===== src/rtl/seg_capture_pkg.sv =====
// Shared constants and helpers for the seven-segment display capture block:
// segment encodings, decoded codes, bit positions and digit-select helpers.
package seg_capture_pkg;

    localparam int NUM_POS    = 4;
    localparam int CODE_W     = 4;
    localparam int SEG_W      = 8;
    localparam int SEG_A_BIT  = 0;
    localparam int SEG_G_BIT  = 6;
    localparam int SEG_DP_BIT = 7;

    localparam logic [SEG_G_BIT:0] SEG_BLANK = 7'h00;
    localparam logic [SEG_G_BIT:0] SEG_0     = 7'h3F;
    localparam logic [SEG_G_BIT:0] SEG_1     = 7'h06;
    localparam logic [SEG_G_BIT:0] SEG_2     = 7'h5B;
    localparam logic [SEG_G_BIT:0] SEG_3     = 7'h4F;
    localparam logic [SEG_G_BIT:0] SEG_4     = 7'h66;
    localparam logic [SEG_G_BIT:0] SEG_5     = 7'h6D;
    localparam logic [SEG_G_BIT:0] SEG_6     = 7'h7D;
    localparam logic [SEG_G_BIT:0] SEG_7     = 7'h07;
    localparam logic [SEG_G_BIT:0] SEG_8     = 7'h7F;
    localparam logic [SEG_G_BIT:0] SEG_9     = 7'h6F;

    localparam logic [CODE_W-1:0] CODE_BLANK = 4'hF;
    localparam logic [CODE_W-1:0] CODE_BAD   = 4'hE;

    typedef struct packed {
        logic [NUM_POS-1:0] digits;
        logic [SEG_W-1:0]   segments;
    } sample_t;

    // Digit enables are active-low, so a legal select has exactly one zero bit.
    function automatic logic is_one_cold(input logic [NUM_POS-1:0] d);
        logic ok;
        case (d)
            4'b1110, 4'b1101, 4'b1011, 4'b0111: ok = 1'b1;
            default:                            ok = 1'b0;
        endcase
        return ok;
    endfunction

    function automatic logic [1:0] cold_index(input logic [NUM_POS-1:0] d);
        logic [1:0] idx;
        idx = 2'd0;
        for (int i = 0; i < NUM_POS; i++) begin
            if (!d[i]) idx = 2'(i);
        end
        return idx;
    endfunction

endpackage


===== src/rtl/seg_capture_decode.sv =====
// Combinational seven-segment pattern decoder: maps segments A..G to a
// 4-bit digit code, flagging any pattern that is neither a digit nor blank.
module seg_decode
    import seg_capture_pkg::*;
(
    input  logic [SEG_G_BIT:0] seg,
    output logic [CODE_W-1:0]  code,
    output logic               bad
);

    always_comb begin
        code = CODE_BAD;
        bad  = 1'b1;
        case (seg)
            SEG_0:     begin code = 4'd0;       bad = 1'b0; end
            SEG_1:     begin code = 4'd1;       bad = 1'b0; end
            SEG_2:     begin code = 4'd2;       bad = 1'b0; end
            SEG_3:     begin code = 4'd3;       bad = 1'b0; end
            SEG_4:     begin code = 4'd4;       bad = 1'b0; end
            SEG_5:     begin code = 4'd5;       bad = 1'b0; end
            SEG_6:     begin code = 4'd6;       bad = 1'b0; end
            SEG_7:     begin code = 4'd7;       bad = 1'b0; end
            SEG_8:     begin code = 4'd8;       bad = 1'b0; end
            SEG_9:     begin code = 4'd9;       bad = 1'b0; end
            SEG_BLANK: begin code = CODE_BLANK; bad = 1'b0; end
            default:   begin code = CODE_BAD;   bad = 1'b1; end
        endcase
    end

endmodule


===== src/rtl/seg_capture.sv =====
// Captures a multiplexed four-digit seven-segment display: synchronises the
// drive lines, debounces each digit slot and assembles decoded frames.
module seg_capture
    import seg_capture_pkg::*;
#(
    parameter int STABLE_CYCLES = 4,
    parameter int TIMEOUT       = 4096
)
(
    input  logic                       clk,
    input  logic                       rst_n,
    input  logic [NUM_POS-1:0]         digits,
    input  logic [SEG_W-1:0]           segments,
    output logic [NUM_POS*CODE_W-1:0]  value,
    output logic [NUM_POS-1:0]         dp,
    output logic                       frame_valid,
    output logic                       bad_code,
    output logic                       stale
);

    localparam int              IDLE_W      = $clog2(TIMEOUT + 1);
    localparam logic [7:0]      STABLE_LAST = 8'(STABLE_CYCLES - 1);
    localparam logic [IDLE_W-1:0] IDLE_MAX  = IDLE_W'(TIMEOUT);

    sample_t             sync1;
    sample_t             sync2;
    sample_t             prev;
    logic [7:0]          stable_cnt;
    logic                armed;
    logic [IDLE_W-1:0]   idle_cnt;
    logic [IDLE_W-1:0]   idle_next;
    logic [NUM_POS-1:0]  seen;
    logic [NUM_POS-1:0]  seen_next;
    logic                changed;
    logic                well_formed;
    logic                accept;
    logic [1:0]          pos;
    logic [CODE_W-1:0]   dec_code;
    logic                dec_bad;

    seg_decode u_decode (
        .seg  (sync2.segments[SEG_G_BIT:0]),
        .code (dec_code),
        .bad  (dec_bad)
    );

    assign changed     = (sync2 != prev);
    assign well_formed = is_one_cold(sync2.digits);
    assign pos         = cold_index(sync2.digits);
    assign accept      = armed && !changed && well_formed && (stable_cnt == STABLE_LAST);
    assign seen_next   = seen | ~sync2.digits;
    assign idle_next   = accept ? '0 :
                         (idle_cnt == IDLE_MAX) ? idle_cnt : idle_cnt + 1'b1;

    // Two-flop synchroniser plus the hold-time counter; armed guarantees a
    // single accept per hold, and only a change of the sample re-arms it.
    always_ff @(posedge clk or negedge rst_n) begin
        if (!rst_n) begin
            sync1      <= '0;
            sync2      <= '0;
            prev       <= '0;
            stable_cnt <= '0;
            armed      <= 1'b1;
        end else begin
            sync1.digits   <= digits;
            sync1.segments <= segments;
            sync2          <= sync1;
            prev           <= sync2;
            if (changed) begin
                stable_cnt <= '0;
                armed      <= 1'b1;
            end else begin
                if (stable_cnt != 8'hFF) stable_cnt <= stable_cnt + 8'd1;
                if (accept) armed <= 1'b0;
            end
        end
    end

    // Frame assembly: completion is detected on seen_next so the pulse lines
    // up with the write of the last nibble.
    always_ff @(posedge clk or negedge rst_n) begin
        if (!rst_n) begin
            value       <= '1;
            dp          <= '0;
            seen        <= '0;
            frame_valid <= 1'b0;
            bad_code    <= 1'b0;
        end else begin
            frame_valid <= 1'b0;
            bad_code    <= 1'b0;
            if (accept) begin
                value[{pos, 2'b00} +: CODE_W] <= dec_code;
                dp[pos]                       <= sync2.segments[SEG_DP_BIT];
                bad_code                      <= dec_bad;
                if (seen_next == '1) begin
                    frame_valid <= 1'b1;
                    seen        <= '0;
                end else begin
                    seen <= seen_next;
                end
            end
        end
    end

    always_ff @(posedge clk or negedge rst_n) begin
        if (!rst_n) begin
            idle_cnt <= '0;
            stale    <= 1'b0;
        end else begin
            idle_cnt <= idle_next;
            stale    <= (idle_next == IDLE_MAX);
        end
    end

endmodule


===== config.mk =====
export PLATFORM = sky130hd
export DESIGN_NAME = seg_capture
export DESIGN_NICKNAME = d
export VERILOG_FILES = /design/src/rtl/seg_capture_pkg.sv /design/src/rtl/seg_capture_decode.sv /design/src/rtl/seg_capture.sv
export SDC_FILE = /design/constraint.sdc
export NUM_CORES = 1
export LEC_CHECK = 0
export CAP_MARGIN = 40
export CORE_MARGIN = 3
export CORE_UTILIZATION = 35
export DETAILED_ROUTE_END_ITERATION = 6
export PLACE_DENSITY = 0.61
export SLEW_MARGIN = 40
export SYNTH_ARGS = -nofsm -noshare
export SYNTH_HDL_FRONTEND = slang
export SYNTH_HIERARCHICAL = 1
export SYNTH_SLANG_ARGS = --single-unit

===== constraint.sdc =====
create_clock -name clk -period 2.65 [get_ports clk]
set_input_delay 0.53 -clock clk [delete_from_list [all_inputs] [get_ports clk]]
set_output_delay 0.53 -clock clk [all_outputs]
set_load 0.03 [all_outputs]

* After elaboration in Yosys (flattened, before gate mapping)
Index checks and enable logic that the tools add are counted.
** Cells by class
- $add $sub $neg :: 3
- Magnitude comparators :: 2
- Eq/ne operators :: 20
- Shift operators :: 2
- Mux-type cells :: 20
- Bitwise logic cells :: 2
- Reduce and logical (&&, ||, !) cells :: 10
** Operators by type and width (number)
- equality test 7 bit (second input constant) :: 7
- case mux 4 bit (11 select lines) :: 1
- equality test 13 bit (second input constant) :: 2
- two-way mux 13 bit :: 2
- bitwise mux 16 bit :: 1
- equality test 4 bit (second input constant) :: 4
- two-way mux 8 bit :: 2
- variable shift 4 x 6 -> 16 bit (first input constant) :: 1
- variable part select 4 x 6 -> 16 bit :: 1
- equality test 7 x 3 -> 1 bit (second input constant) :: 2
- adder 13 x 1 -> 13 bit (second input constant) :: 1
- != test 12 bit :: 1
- OR reduction 11 bit :: 1
- two-way mux 1 bit :: 9
- adder 8 x 1 -> 8 bit (second input constant) :: 1
- equality test 8 x 2 -> 1 bit (second input constant) :: 1
- != test 8 bit (second input constant) :: 1
- equality test 7 x 6 -> 1 bit (second input constant) :: 1
- zero test 7 bit :: 1
- negator 4 -> 6 bit :: 1
- bitwise mux 4 bit :: 1
- equality test 4 x 3 -> 1 bit (second input constant) :: 1
- logical AND 1 bit :: 4
- two-way mux 2 bit :: 2
- other kinds (9) :: 10
** Word-level totals
- Flip-flop bits (word level) :: 85
- Output and inout bits :: 23
- Word-level logic and storage cells :: 74

* Logic depth before layout (Yosys ltp)
Gate-level depths: netlist of the first run.
- Word-level depth :: 8
- Depth in mapped cells :: 7
- Gate-level depth less buffers :: 7

* Hierarchy
Netlist of the first run, hierarchy kept.
** By module, submodules not included
- seg_capture :: instances 1, cells each 252, area each 3388.2 um^2, seq. area each 2148.3 um^2
- seg_decode :: instances 1, cells each 31, area each 212.7 um^2, seq. area each 0.0 um^2

* Worst setup path before layout of the first run
Ideal clock, no wire load.
- Kind :: reg2reg
- Start point :: register sync2[4] (netlist bit)
- End point :: register value[1]
- Arrival time :: 1905 ps
- Data required time :: 2565 ps
- Slack :: 661 ps
- Stages on the path, launching flop included :: 6
- Path buffers :: 0
- Period minus slack after synthesis :: 1989 ps
- Cell sequence :: dfrtp_1 or4_4 a21oi_4 nor4_2 or3_1 mux2_1
** On the way
- Elaborated cells between the ends (all ways) :: 19
- Those cells by class :: 11 x eq/ne; 1 x shift; 2 x mux; 5 x reduce/logical
** RTL lines
- start, declared :: RTL line seg_capture.sv:26 : sample_t sync2;
- start signal, assigned :: RTL line seg_capture.sv:67 : sync2 <= sync1;
- equality test 7 bit (tied with other cells) :: RTL line seg_capture_decode.sv:14 : case (seg)
- case mux 4 bit (11 select lines) * :: RTL line seg_capture_decode.sv:14
- net dec_code[1] :: RTL line seg_capture.sv:38 : logic [CODE_W-1:0] dec_code;
- variable part select 4 x 6 -> 16 bit * :: RTL line seg_capture.sv:92 : value[{pos, 2'b00} +: CODE_W] <= dec_code;
- bitwise mux 16 bit * :: RTL line seg_capture.sv:92
- end signal, assigned by index :: RTL line seg_capture.sv:92
- end, declared :: RTL line seg_capture.sv:14 : output logic [NUM_POS*CODE_W-1:0] value,
The timed path passes the listed nets; every way through them passes the cells marked *.
A chain may end at the register's enable or synchronous reset.

* Worst setup path in the final report of the first run
- Start point :: register sync2[6] (netlist bit)
- End point :: register dp[3]
** On the way
- Word-level cells in the longest chain between the ends :: 5
** Ends and longest elaborated chain
- != test 12 bit :: RTL line seg_capture.sv:47 : assign changed = (sync2 != prev);
- zero test 1 bit :: RTL line seg_capture.sv:50 : assign accept = armed && !changed && well_formed && (stable_cnt == STABLE_LAST);
- logical AND 1 bit (3 in series) :: RTL line seg_capture.sv:50
- end signal, assigned by index :: RTL line seg_capture.sv:93 : dp[pos] <= sync2.segments[SEG_DP_BIT];
- end, declared :: RTL line seg_capture.sv:15 : output logic [NUM_POS-1:0] dp,
Every way passes these cells.

==> flow_summary.ini, run 1 <==
[finish]
nets = 344
antennaDiodeCount = 0
layout_commonest_cell = dfrtp_1
instances_no_fill = 465
nFillCells = 949
layout-drive-gt1-share_pct = 21.7
area_growth_syn_to_layout_pct = 21.2
final_core_util_pct = 44.0
mostFrequentLayoutCells = dfrtp_1 (68), clkdlybuf4s50_1 (35), nor2_1 (23)

[clocking]
clk_latency_ps = 350
postCtsSetupBuffers = 0
cts_root_buf = clkbuf_8
clk_pin_slew_ps = 90
clock-sinks = 85
cts_buffers = 9
cts_tree = yes
cts_resized = 0
cts_max_path_buffers = 2
cts_hold_buf = 0
htree_levels = 3

[setup_path]
critical_path.startpoint_type = flop
max_stage_delay_ps = 460
cp.required_ps = 2900
crit_fanout = 6
critical_path_class = reg -> reg
rr_endpoint = dp[3]
crit_path_top_delay_cell = dfrtp_1
crit_path_end_kind = flop
r2r-start = sync2[6]
r2r_cells = 6
arrival_ps = 2560
r2r_slack_ps = 340
crit_chain = xor2_1 -> nor4_1 -> buf_4 -> nand3_2 -> nor3_4 -> mux2_2

[placement]
gp_congestion = 0.767
port-buffer-count = 36
dp_cells = 449
hpwl_mm = 4.44

[outcome]
outcome = finished clean

[global_routing]
antenna_found_initial = 0
gr-usage-all-layers_pct = 12.5
overflow = 0
grt_pass1_wl_mm = 11.5
grt_pass1_vias = 2335
grt_max_degree = 86

[sta]
skew_ps = 9.18
slew_viol_final = 0
max_freq_ghz = 0.432
hold_ws_ps = 164
setup_viol = 0
fin_crit_sh_pct = 87.3
rsz0062_at_grt = no
fin_tns_setup_ps = 0
hold_violations = 0
worst_pin_slew_ps = 720
min_period_ps = 2310
relSlewSlack_pct = 52.0

[power]
pwr-share-seq_pct = 55.5
total_power_mw = 2.43
max-vdd-ir-drop_mv = 0.355
p_sw_share_pct = 23.9
p_int_mw = 1.85
powerDensity_nw_per_um2 = 558
p_switching_mw = 0.582
combinationalPowerShare_pct = 4.1
clkPwrFrac_pct = 40.4
p_leak_nw = 1.84

[detailed_routing]
vias = 2291
wl_per_cell_um = 14.5
vias_per_cell = 4.93
drt-initial-drc-count = 60
routed_wirelength_mm = 6.72
drtPass1Iterations = 4
remaining_drc_errors = 0
antenna_left = 0

[floorplanning]
num_rows = 36
fp.dieH_um = 107
die_w_um = 107
num_io_pins = 37
core_area_um2 = 9910
initial_core_util_pct = 36.3
die_area_um2 = 11500

[synth]
synth-seq-cells = 85
synth_edf_count = 0
netlist-cell-type-count = 53
syn_nets = 300
yosysWarnings = 6
synth_async_sr_flop_share_pct = 100
synth_flop_cell = dfrtp_1
synth_cells = 283
netlist_area_um2 = 3600
yosysSeqAreaShare_pct = 59.7
avgSynthCellArea_um2 = 12.7

[flow_run]
drv_cap = 0

[hold_path]
hold_class = in -> async
[worst max path at each step]
| stage | start | endpoint | slack, ps |
|---|---|---|---|
| final | sync2[6] | dp[3] | 340 |
| after global routing | sync2[6] | dp[3] | 170 |
| after CTS | sync2[6] | dp[3] | 320 |
| after detailed placement | sync2[6] | dp[3] | 320 |
| after global placement | sync2[6] | dp[3] | 360 |
| after floorplan | sync2[4] | value[1] | 660 |
[cell type report]
| cell class | instances | area (um2) | share of cell area, % |
|---|---|---|---|
| flip-flops and latches | 85 | 2150 | 49.2 |
| multi-input cells | 179 | 1370 | 31.5 |
| repair buffers | 44 | 430 | 9.86 |
| well taps | 133 | 166 | 3.81 |
| clock buffers | 10 | 138 | 3.15 |
| clock inverters | 6 | 78.8 | 1.81 |
| inverters | 8 | 30.0 | 0.688 |
[critical path, delay by kind of cell, from the launching register on]
| kind | cells | cell delay (ps) |
|---|---|---|
| simple gates | 3 | 1020 |
| flops | 1 | 460 |
| buf+inv | 1 | 170 |
| mux | 1 | 380 |
| xor+xnor | 1 | 170 |
[kinds of logic (layout without fill, tap and decap cells)]
logic type	after synthesis	after routing	share of synthesized area, %
AOI/OAI and AO/OA	27	27	5.66
muxes	23	23	7.12
adders and majority gates	3	3	1.04
DFF	85	85	59.7
buffers and inverters	19	68	2.43
and+or+nand+nor	99	99	17.5
xor gates and xnor gates	27	27	6.57
[synth_stat cells, types with 3 or more instances]
cell       count  share of area, %
nor2_1        23               2.4
nand4_1        7               1.2
or3_1          3              0.52
a21oi_1        5              0.69
xnor2_1        6               1.5
ha_1           3               1.0
clkbuf_1       5              0.52
nor3_4         4               1.8
mux2_2        16               5.0
mux2_1         5               1.6
nand2_1        8              0.83
and3_1         7               1.2
buf_2          4              0.56
nor3_1        10               1.4
and4_1         4              0.97
a2bb2oi_1      4              0.97
nand3_1        9               1.3
nor4b_1        3              0.73
xor2_1        21               5.1
nor4_2         3               1.0
dfstp_2       17                12
inv_1          8              0.83
and2_1         3              0.52
dfrtp_1       68                47
[layer usage]
layer	part of all wire [%]	global-route usage, %	vias to the layer above
met5	0	0	-
met4	0.74	3.52	0
met3	4.6	3.66	6
met2	50	20.5	53
met1	45	16.0	1130
li1	-	-	1102
[flip-flops by register name, summed over array words and instances, names as in the netlist]
name         count
idle_cnt        13
seen             4
stale            1
frame_valid      1
stable_cnt       8
value           16
sync1           12
prev            12
armed            1
bad_code         1
dp               4
sync2           12
[power groups by stage]
stage / clock (mW) / sequential (mW) / combinational, mW
final: 0.984 / 1.35 / 0.0986
after global routing: 1.08 / 1.36 / 0.112
after CTS: 1.02 / 1.35 / 0.101
after detailed placement: 0 / 1.38 / 0.101
after global placement: 0 / 1.37 / 0.0991
after floorplan: 0 / 1.37 / 0.0441
[per-stage QoR]
step / instance area [um2] / worst slack (ps)
after global placement: 4140 / 359
after detailed placement: 4140 / 318
after global routing: 4360 / 166
final: 4360 / 338
after floorplan: 3600 / 661
after CTS: 4360 / 315
Note: power is estimated with default switching activity, not from simulation.
==> inputs of run 2 (changes only) <==
- REMOVE_ABC_BUFFERS: unset -> 1
==> run 2 against run 1 <==
Power grew 2.2%; combinational power shrank 2.3%; register-to-register slack gained 90 ps; cell count shrank 0.43%; maximum frequency grew 4.3%; count of clock-buffer cells in the layout is the same; sequential power is essentially flat; clock power grew 6%; clock skew shrank 5.3 ps; largest cell class unchanged; non-clock buffer count shrank 2; global-route usage is essentially flat; core utilization shrank 0.076 points.
==> flow_summary.ini, run 2 (same netlist as run 1, synthesis figures left out) <==
[outcome]
outcome = finished clean

[placement]
hpwl_mm = 4.58
dp_worst_setup_slack_ps = 428
place_area_um2 = 4130
port-buffer-count = 36
gp_congestion = 0.811
dp_cells = 447

[detailed_routing]
vias_per_cell = 4.79
drtPass1Iterations = 4
antenna_left = 0
routed_wirelength_mm = 6.61
wl_per_cell_um = 14.3
drt-initial-drc-count = 79
remaining_drc_errors = 0
vias = 2218

[floorplanning]
fp.dieH_um = 107
num_rows = 36
die_w_um = 107
die_area_um2 = 11500
initial_core_util_pct = 36.3
num_io_pins = 37
core_area_um2 = 9910

[finish]
regMostFlops = value
antennaDiodeCount = 0
area_growth_syn_to_layout_pct = 21.0
instances_no_fill = 463
final_area_um2 = 4360
mostFrequentLayoutCells = dfrtp_1 (68), clkdlybuf4s50_1 (35), nor2_1 (23)
layout-drive-gt1-share_pct = 20.9
nets = 342
nFillCells = 923
layout_commonest_cell = dfrtp_1
largest_reg_flops = 16
reg_top3 = value (16), idle_cnt (13)

[clocking]
cts_hold_buf = 0
cts_max_path_buffers = 2
cts_resized = 0
clk_pin_slew_ps = 90
clock-sinks = 85
htree_levels = 3
postCtsSetupBuffers = 0
cts_tree = yes
clk_latency_ps = 350
cts_buffers = 9
cts_root_buf = clkbuf_8

[setup_path]
critical_path_class = reg -> reg
endpoint = value[3]
r2r_cells = 5
arrival_ps = 2500
cp.required_ps = 2930
r2r_slack_ps = 430
crit_fanout = 9
critical_path.startpoint_type = flop
crit_start = sync2[4]
rr_endpoint = value[3]
crit_path_end_kind = flop
r2r-start = sync2[4]

[power]
p_leak_nw = 1.83
powerDensity_nw_per_um2 = 571
total_power_mw = 2.49
max-vdd-ir-drop_mv = 0.380

[sta]
min_period_ps = 2220
fin_tns_setup_ps = 0
worst_pin_slew_ps = 756
slew_viol_final = 0
fin_crit_sh_pct = 83.7
timing.final.ws_setup_ps = 432
setup_viol = 0
skew_ps = 3.93
hold_violations = 0
relSlewSlack_pct = 49.6
max_freq_ghz = 0.451
rsz0062_at_grt = no

[global_routing]
antenna_found_initial = 0
gr-usage-all-layers_pct = 12.4
overflow = 0
grt_max_degree = 47
grt_pass1_wl_mm = 11.3
grt_pass1_vias = 2305

[hold_path]
hold_class = in -> async

[flow_run]
drv_cap = 0
## run 2: changes by cell type in the layout (fill, tap and decap cells not counted)
cell	previous run	this run
buf_4	8	6
inv_8	2	0
bufinv_16	1	2
clkinv_4	2	1
clkinvlp_4	0	1
inv_6	1	2
o41ai_1	1	2
o41ai_2	1	0
## run 2: metrics by stage
step | hold WS (ps) | utilization, %
after floorplan | 234 | -
after global placement | 332 | 41.6
after detailed placement | 336 | 41.6
after CTS | 163 | 44.0
after global routing | 171 | 44.0
final | 152 | 44.0
## run 2: layer usage
layer  share of wire [%]  vias to the layer above  wire length [um]  track usage (%)
met4                 1.5                        0                98             4.78
met2                  46                       26              3060             19.0
met3                 2.8                        9               184             3.30
li1                    -                     1095                 -                -
met5                   0                        -                 0                0
met1                  49                     1088              3260             17.0
## run 2: worst min path at each step
stage	startpoint	end	cells after the start
CTS	rst_n	sync2[5]	1
finish	rst_n	sync2[5]	1
floorplan	rst_n	bad_code	0
global route	rst_n	sync2[5]	1
global placement	sync1[5]	sync2[5]	0
detailed placement	sync1[7]	sync2[7]	0
## run 2: report_power, final
| part | total [mW] | internal [mW] | switching [mW] |
|---|---|---|---|
| clock network | 1.04 | 0.565 | 0.475 |
| registers | 1.35 | 1.32 | 0.0263 |
| logic | 0.0963 | 0.0425 | 0.0537 |
## run 2: cell type report
| class | count | area, um2 | area share, % |
|---|---|---|---|
| repair buffers | 42 | 415 | 9.53 |
| inverters | 8 | 30.0 | 0.689 |
| clock inverters | 6 | 93.8 | 2.15 |
| multi-input cells | 179 | 1370 | 31.3 |
| clock buffers | 10 | 138 | 3.16 |
| well taps | 133 | 166 | 3.82 |
| flip-flops and latches | 85 | 2150 | 49.3 |
## run 2: worst max-delay path: stages (launching register included)
cell,delay [ps]
dfrtp_1,490
or4b_1,530
a21oi_1,230
nor4_2,90
or3_1,470
mux2_1,330
==> patch 1, RTL diff (settings of run 2) <==
Remove the register `stale`: a continuous assignment takes its place, so the output `stale` follows one clock earlier.
--- a/src/rtl/seg_capture.sv
+++ b/src/rtl/seg_capture.sv
@@ -106,11 +106,11 @@
         if (!rst_n) begin
             idle_cnt <= '0;
-            stale    <= 1'b0;
         end else begin
             idle_cnt <= idle_next;
-            stale    <= (idle_next == IDLE_MAX);
         end
     end
 
+    assign stale = (idle_next == IDLE_MAX);
+
 endmodule
 
Behaviour: same outputs for any inputs over 10 cycles, from zero or initial values and one cycle with rst_n low; that may be too few to reach the edited logic, so the function may still have changed.
==> patch 1 against run 2 <==
  * Routed wire length rose by 0.68%
  * Via count rose by 4.1%
  * The run now ends with negative setup slack left
  * Worst setup slack worse by 0.53 ns
  * Design area increased by 2.6%
  * Global-route usage increased by 0.46 points
  * Synthesized area fell by 0.69%
  * Total power fell by 1.4%
  * Sequential cell count is 1 lower
  * Largest power group unchanged
  * Register-to-register slack worse by 0.03 ns
==> patch 1: results (changes against run 2) <==
met2 Use GR=0.197 (was 0.190); largest net degree at the start of global routing=45 (was 47); status=finished with violations (was complete, no violations); r2r startpoint=sync2[0] (was sync2[4]); Synth warnings=6 (unchanged); DR pass1 iterations=4 (unchanged); gpl congestion=0.789 (was 0.811); Final setup viols=1 (was 0); vias in the first global route=2363 (was 2305); Crit Path Max Fanout=3 (was 9); Synth area leaders=dfrtp_1 47%, dfstp_2 12%, xor2_1 5.1%, mux2_2 5.0%, nor2_1 2.4% (unchanged); Leakage=0.00187 µW (was 0.00183 µW); layout net count=351 (was 342); Post-DP HPWL=4430 µm (was 4580 µm); cts repair resizes=13 (was 0); layout cells sized above 1=0.271 (was 0.209); failing checks=negative setup slack; Hold WS=0.152 ns (about the same); peak supply drop=0.283 mV (was 0.380 mV); final setup margin=-0.0960 ns (was 0.432 ns); Metal-1 WL=3090 µm (was 3260 µm); die area=11500 µm² (about the same); sw frac=0.227 (was 0.223); Worst Clk Skew=0.0132 ns (was 0.00393 ns); met2 wire len=3200 µm (was 3060 µm); sequential-to-total area share from yosys stat=0.594 (was 0.597); Post-DP Area=4130 µm² (about the same); Reg2Reg Setup Slack=0.40 ns (was 0.43 ns); post-synthesis instance total=282 (was 283); top cells by count, synth=67 x dfrtp_1, 23 x nor2_1, 21 x xor2_1, 17 x dfstp_2, 16 x mux2_2 (was 68 x dfrtp_1, 23 x nor2_1, 21 x xor2_1, 17 x dfstp_2, 16 x mux2_2); Overall Global Routing Usage=0.129 (was 0.124); Layout Cells excl Fill=472 (was 463); Routed met3 length=251 µm (was 184 µm); wire length of the first global-routing pass=11700 µm (was 11300 µm); Setup Buffers After CTS=5 (was 0); DP Cell Count=450 (was 447); met3 Use GR=0.0343 (was 0.0330); drt initial violations=133 (was 79); Reg2Reg Depth=6 (was 5); Place WS=0.172 ns (was 0.428 ns); total length of routed wires=6650 µm (was 6610 µm); Via density=4.89 (was 4.79)
==> patch 1: changes by cell type in the layout (fill, tap and decap cells not counted), moves of 2 or more <==
cell	before	now
buf_4	6	17
dfrtp_1	68	66
ha_1	3	1
inv_1	8	6
inv_2	0	2
nor4_1	2	0
nor4_2	3	5
==> patch 1: stage by stage <==
stage           util  total power (µW)  TNS (ns)
5_1_grt        0.453              2560    -0.287
6_report       0.453              2450   -0.0960
2_1_floorplan      -              1390    -0.238
3_3_place_gp   0.418              1460         0
3_5_place_dp   0.418              1460         0
4_1_cts        0.449              2480  -0.00142
==> patch 1: critical path, cell delays in order, from the launching register on <==
cell and delay [ns]:
dfrtp_1 0.39, inv_2 0.07, ha_4 0.15, nor4bb_4 0.14, nand4_1 0.18, buf_4 0.14
nor4b_4 0.20, o2111ai_2 0.16, nor4_2 0.23, buf_4 0.20
==> patch 1: kinds of logic after synthesis <==
logic type | Yosys count | share of synthesized area
AO/OA/AOI/OAI | 27 | 0.0570
XOR/XNOR | 27 | 0.0661
adder cells (fa/ha/maj) | 3 | 0.0105
buffers and inverters | 19 | 0.0245
flip-flops | 84 | 0.594
multiplexers | 23 | 0.0717
AND/OR/NAND/NOR | 99 | 0.176
==> patch 1: worst max-delay path by stage <==
stage | start | depth (start not counted) | to
floorplan | sync2[9] | 5 | stale
global placement | idle_cnt[0] | 7 | stale
detailed placement | idle_cnt[0] | 7 | stale
CTS | idle_cnt[1] | 8 | stale
global route | idle_cnt[1] | 9 | stale
finish | idle_cnt[1] | 9 | stale
==> patch 1: layout make-up <==
class / count / area, µm²
repair buffers: 52 / 488
inverters: 8 / 30.0
clock buffers: 10 / 128
multi-input cells: 179 / 1440
clock inverters: 6 / 95.1
fillers: 896 / 5390
well taps: 133 / 166
flip-flops and latches: 84 / 2120
==> patch 2, RTL diff (config.mk and constraints of run 2) <==
Made on the original files. The package constant `SEG_W` goes from 8 to 12.
--- a/src/rtl/seg_capture_pkg.sv
+++ b/src/rtl/seg_capture_pkg.sv
@@ -5,5 +5,5 @@
     localparam int NUM_POS    = 4;
     localparam int CODE_W     = 4;
-    localparam int SEG_W      = 8;
+    localparam int SEG_W      = 12;
     localparam int SEG_A_BIT  = 0;
     localparam int SEG_G_BIT  = 6;
Interface: changed (resized segments); port bits go from 37 to 41. No check against the original RTL was run, so the function may have changed too.
==> patch 2 against run 2 <==
  * Worst hold slack improved by 0.047 ns
  * Fmax fell by 6.4%
  * Synthesized cell count rose by 11%
  * Worst setup slack got worse by 0.15 ns
  * Total power rose by 20%
  * Synthesized area rose by 11%
  * Design area rose by 12%
  * Sequential cell count rose by 12
  * Routed wire length rose by 6.6%
  * Die area rose by 11%
  * Global-route usage fell by 0.14 points
  * Cell count rose by 8.9%
  * Non-clock buffer count rose by 4
  * Critical path type unchanged
==> patch 2: results (changes against run 2) <==
Clk pin slew, worst setup/hold paths=0.07 ns (was 0.09 ns); Post-Synth Adder-Cell Area=0.00937 (was 0.0104); sequential-to-total area share from yosys stat=0.611 (was 0.597); Worst Clk Skew=0.0101 ns (was 0.00393 ns); layout net count=380 (was 342); DP Cell Count=488 (was 447); Worst path max stage delay=0.50 ns (was 0.53 ns); Synth area leaders=dfrtp_1 50%, dfstp_2 11%, xor2_1 5.0%, mux2_2 4.2%, nor2_1 2.8% (was dfrtp_1 47%, dfstp_2 12%, xor2_1 5.1%, mux2_2 5.0%, nor2_1 2.4%); Hold WS=0.199 ns (was 0.152 ns); WP data arrival=2.59 ns (was 2.50 ns); Reg2Reg Setup Slack=0.28 ns (was 0.43 ns); Overall Global Routing Usage=0.123 (was 0.124); r2r startpoint=sync2[5] (was sync2[4]); Post-DP HPWL=4890 µm (was 4580 µm); Compound-Gate Fraction of Synth Area=0.0494 (was 0.0566); Leakage=0.00206 µW (was 0.00183 µW); via count=2466 (was 2218); post-synthesis mux area share=0.0634 (was 0.0712); gpl congestion=0.857 (was 0.811); IO Port Bufs=40 (was 36); Root Buffer=clkbuf_16 (was clkbuf_8); xor and xnor area share after synthesis=0.0722 (was 0.0657); Crit Path Max Fanout=14 (was 9); Reg-to-Reg End=dp[1] (was value[3]); FILL cells=1044 (was 923); grt ovf=0 (unchanged); WL/cell=14.0 µm (was 14.3 µm); status=complete, no violations (unchanged); post-synthesis instance total=313 (was 283); layout cells sized above 1=0.201 (was 0.209); CTS Buf Count=9 (unchanged); slowest stage cell, crit path=nor3_2 (was or4b_1); Setup Buffers After CTS=0 (unchanged); Synth warnings=6 (unchanged); drt initial violations=156 (was 79); worst-margin pin slew=0.860 ns (was 0.756 ns); H-tree depth=3 (unchanged); largest net degree at the start of global routing=52 (was 47); peak supply drop=0.253 mV (was 0.380 mV); Layout Cells excl Fill=504 (was 463); wire length of the first global-routing pass=12500 µm (was 11300 µm); top cells by count, synth=80 x dfrtp_1, 30 x nor2_1, 23 x xor2_1, 17 x dfstp_2 (was 68 x dfrtp_1, 23 x nor2_1, 21 x xor2_1, 17 x dfstp_2, 16 x mux2_2); synth unique cells=50 (was 53)
==> patch 2: cell types whose count changed after synthesis, moves of 4 or more <==
cell / change
dfrtp_1: +12
mux2_1: -5
mux2_4: +5
nand3_1: +6
nor2_1: +7
nor2b_1: +4
nor3_4: -4
xnor2_1: +4
==> patch 2: worst reg2reg max path: stages, from the launching register on <==
cell	delay (ns)
dfrtp_1	0.45
xor2_1	0.18
nor4_2	0.43
nand4_4	0.32
nor3_2	0.50
mux2_2	0.38
==> patch 2: layout make-up <==
cell class                      count  share of cell area
Sequential cell                    97               0.501
Multi-Input combinational cell    197               0.302
Timing Repair Buffer               46              0.0931
Clock buffer                       10              0.0468
Tap cell                          140              0.0358
Clock inverter                      6              0.0156
Inverter                            8             0.00614
==> patch 2: worst max path at each step <==
stage | start | end
floorplan | sync2[2] | stale
global placement | sync2[5] | dp[1]
detailed placement | sync2[2] | dp[1]
CTS | sync2[2] | dp[1]
global route | sync2[2] | dp[1]
finish | sync2[5] | dp[1]
==> patch 2: through the flow <==
step	setup WS [ns]	instance area, µm²	power (µW)
2_1_floorplan	0.421	3960	1620
3_3_place_gp	0.328	4590	1690
3_5_place_dp	0.276	4590	1690
4_1_cts	0.259	4890	3030
5_1_grt	0.114	4890	3110
6_report	0.280	4890	2980
==> patch 2: power by group <==
| part | switching, µW | total [µW] | internal, µW |
|---|---|---|---|
| combinational | 62.0 | 113 | 50.7 |
| clock | 564 | 1320 | 752 |
| sequential | 32.5 | 1550 | 1520 |
==> patch 2: routing by layer <==
| layer | vias up | track usage | routed length (µm) |
|---|---|---|---|
| met5 | - | 0 | 0 |
| met3 | 9 | 0.0241 | 272 |
| met4 | 0 | 0.0601 | 140 |
| met2 | 54 | 0.174 | 3070 |
| met1 | 1210 | 0.180 | 3550 |
| li1 | 1193 | - | - |
==> patch 2: cell families (layout without fill, tap and decap cells) <==
group	count (synthesis)	count (layout)
DFF	97	97
muxes	21	21
buffers and inverters	19	70
and+or+nand+nor	112	112
adders and majority gates	3	3
xor gates and xnor gates	33	33
AOI/OAI and AO/OA	28	28
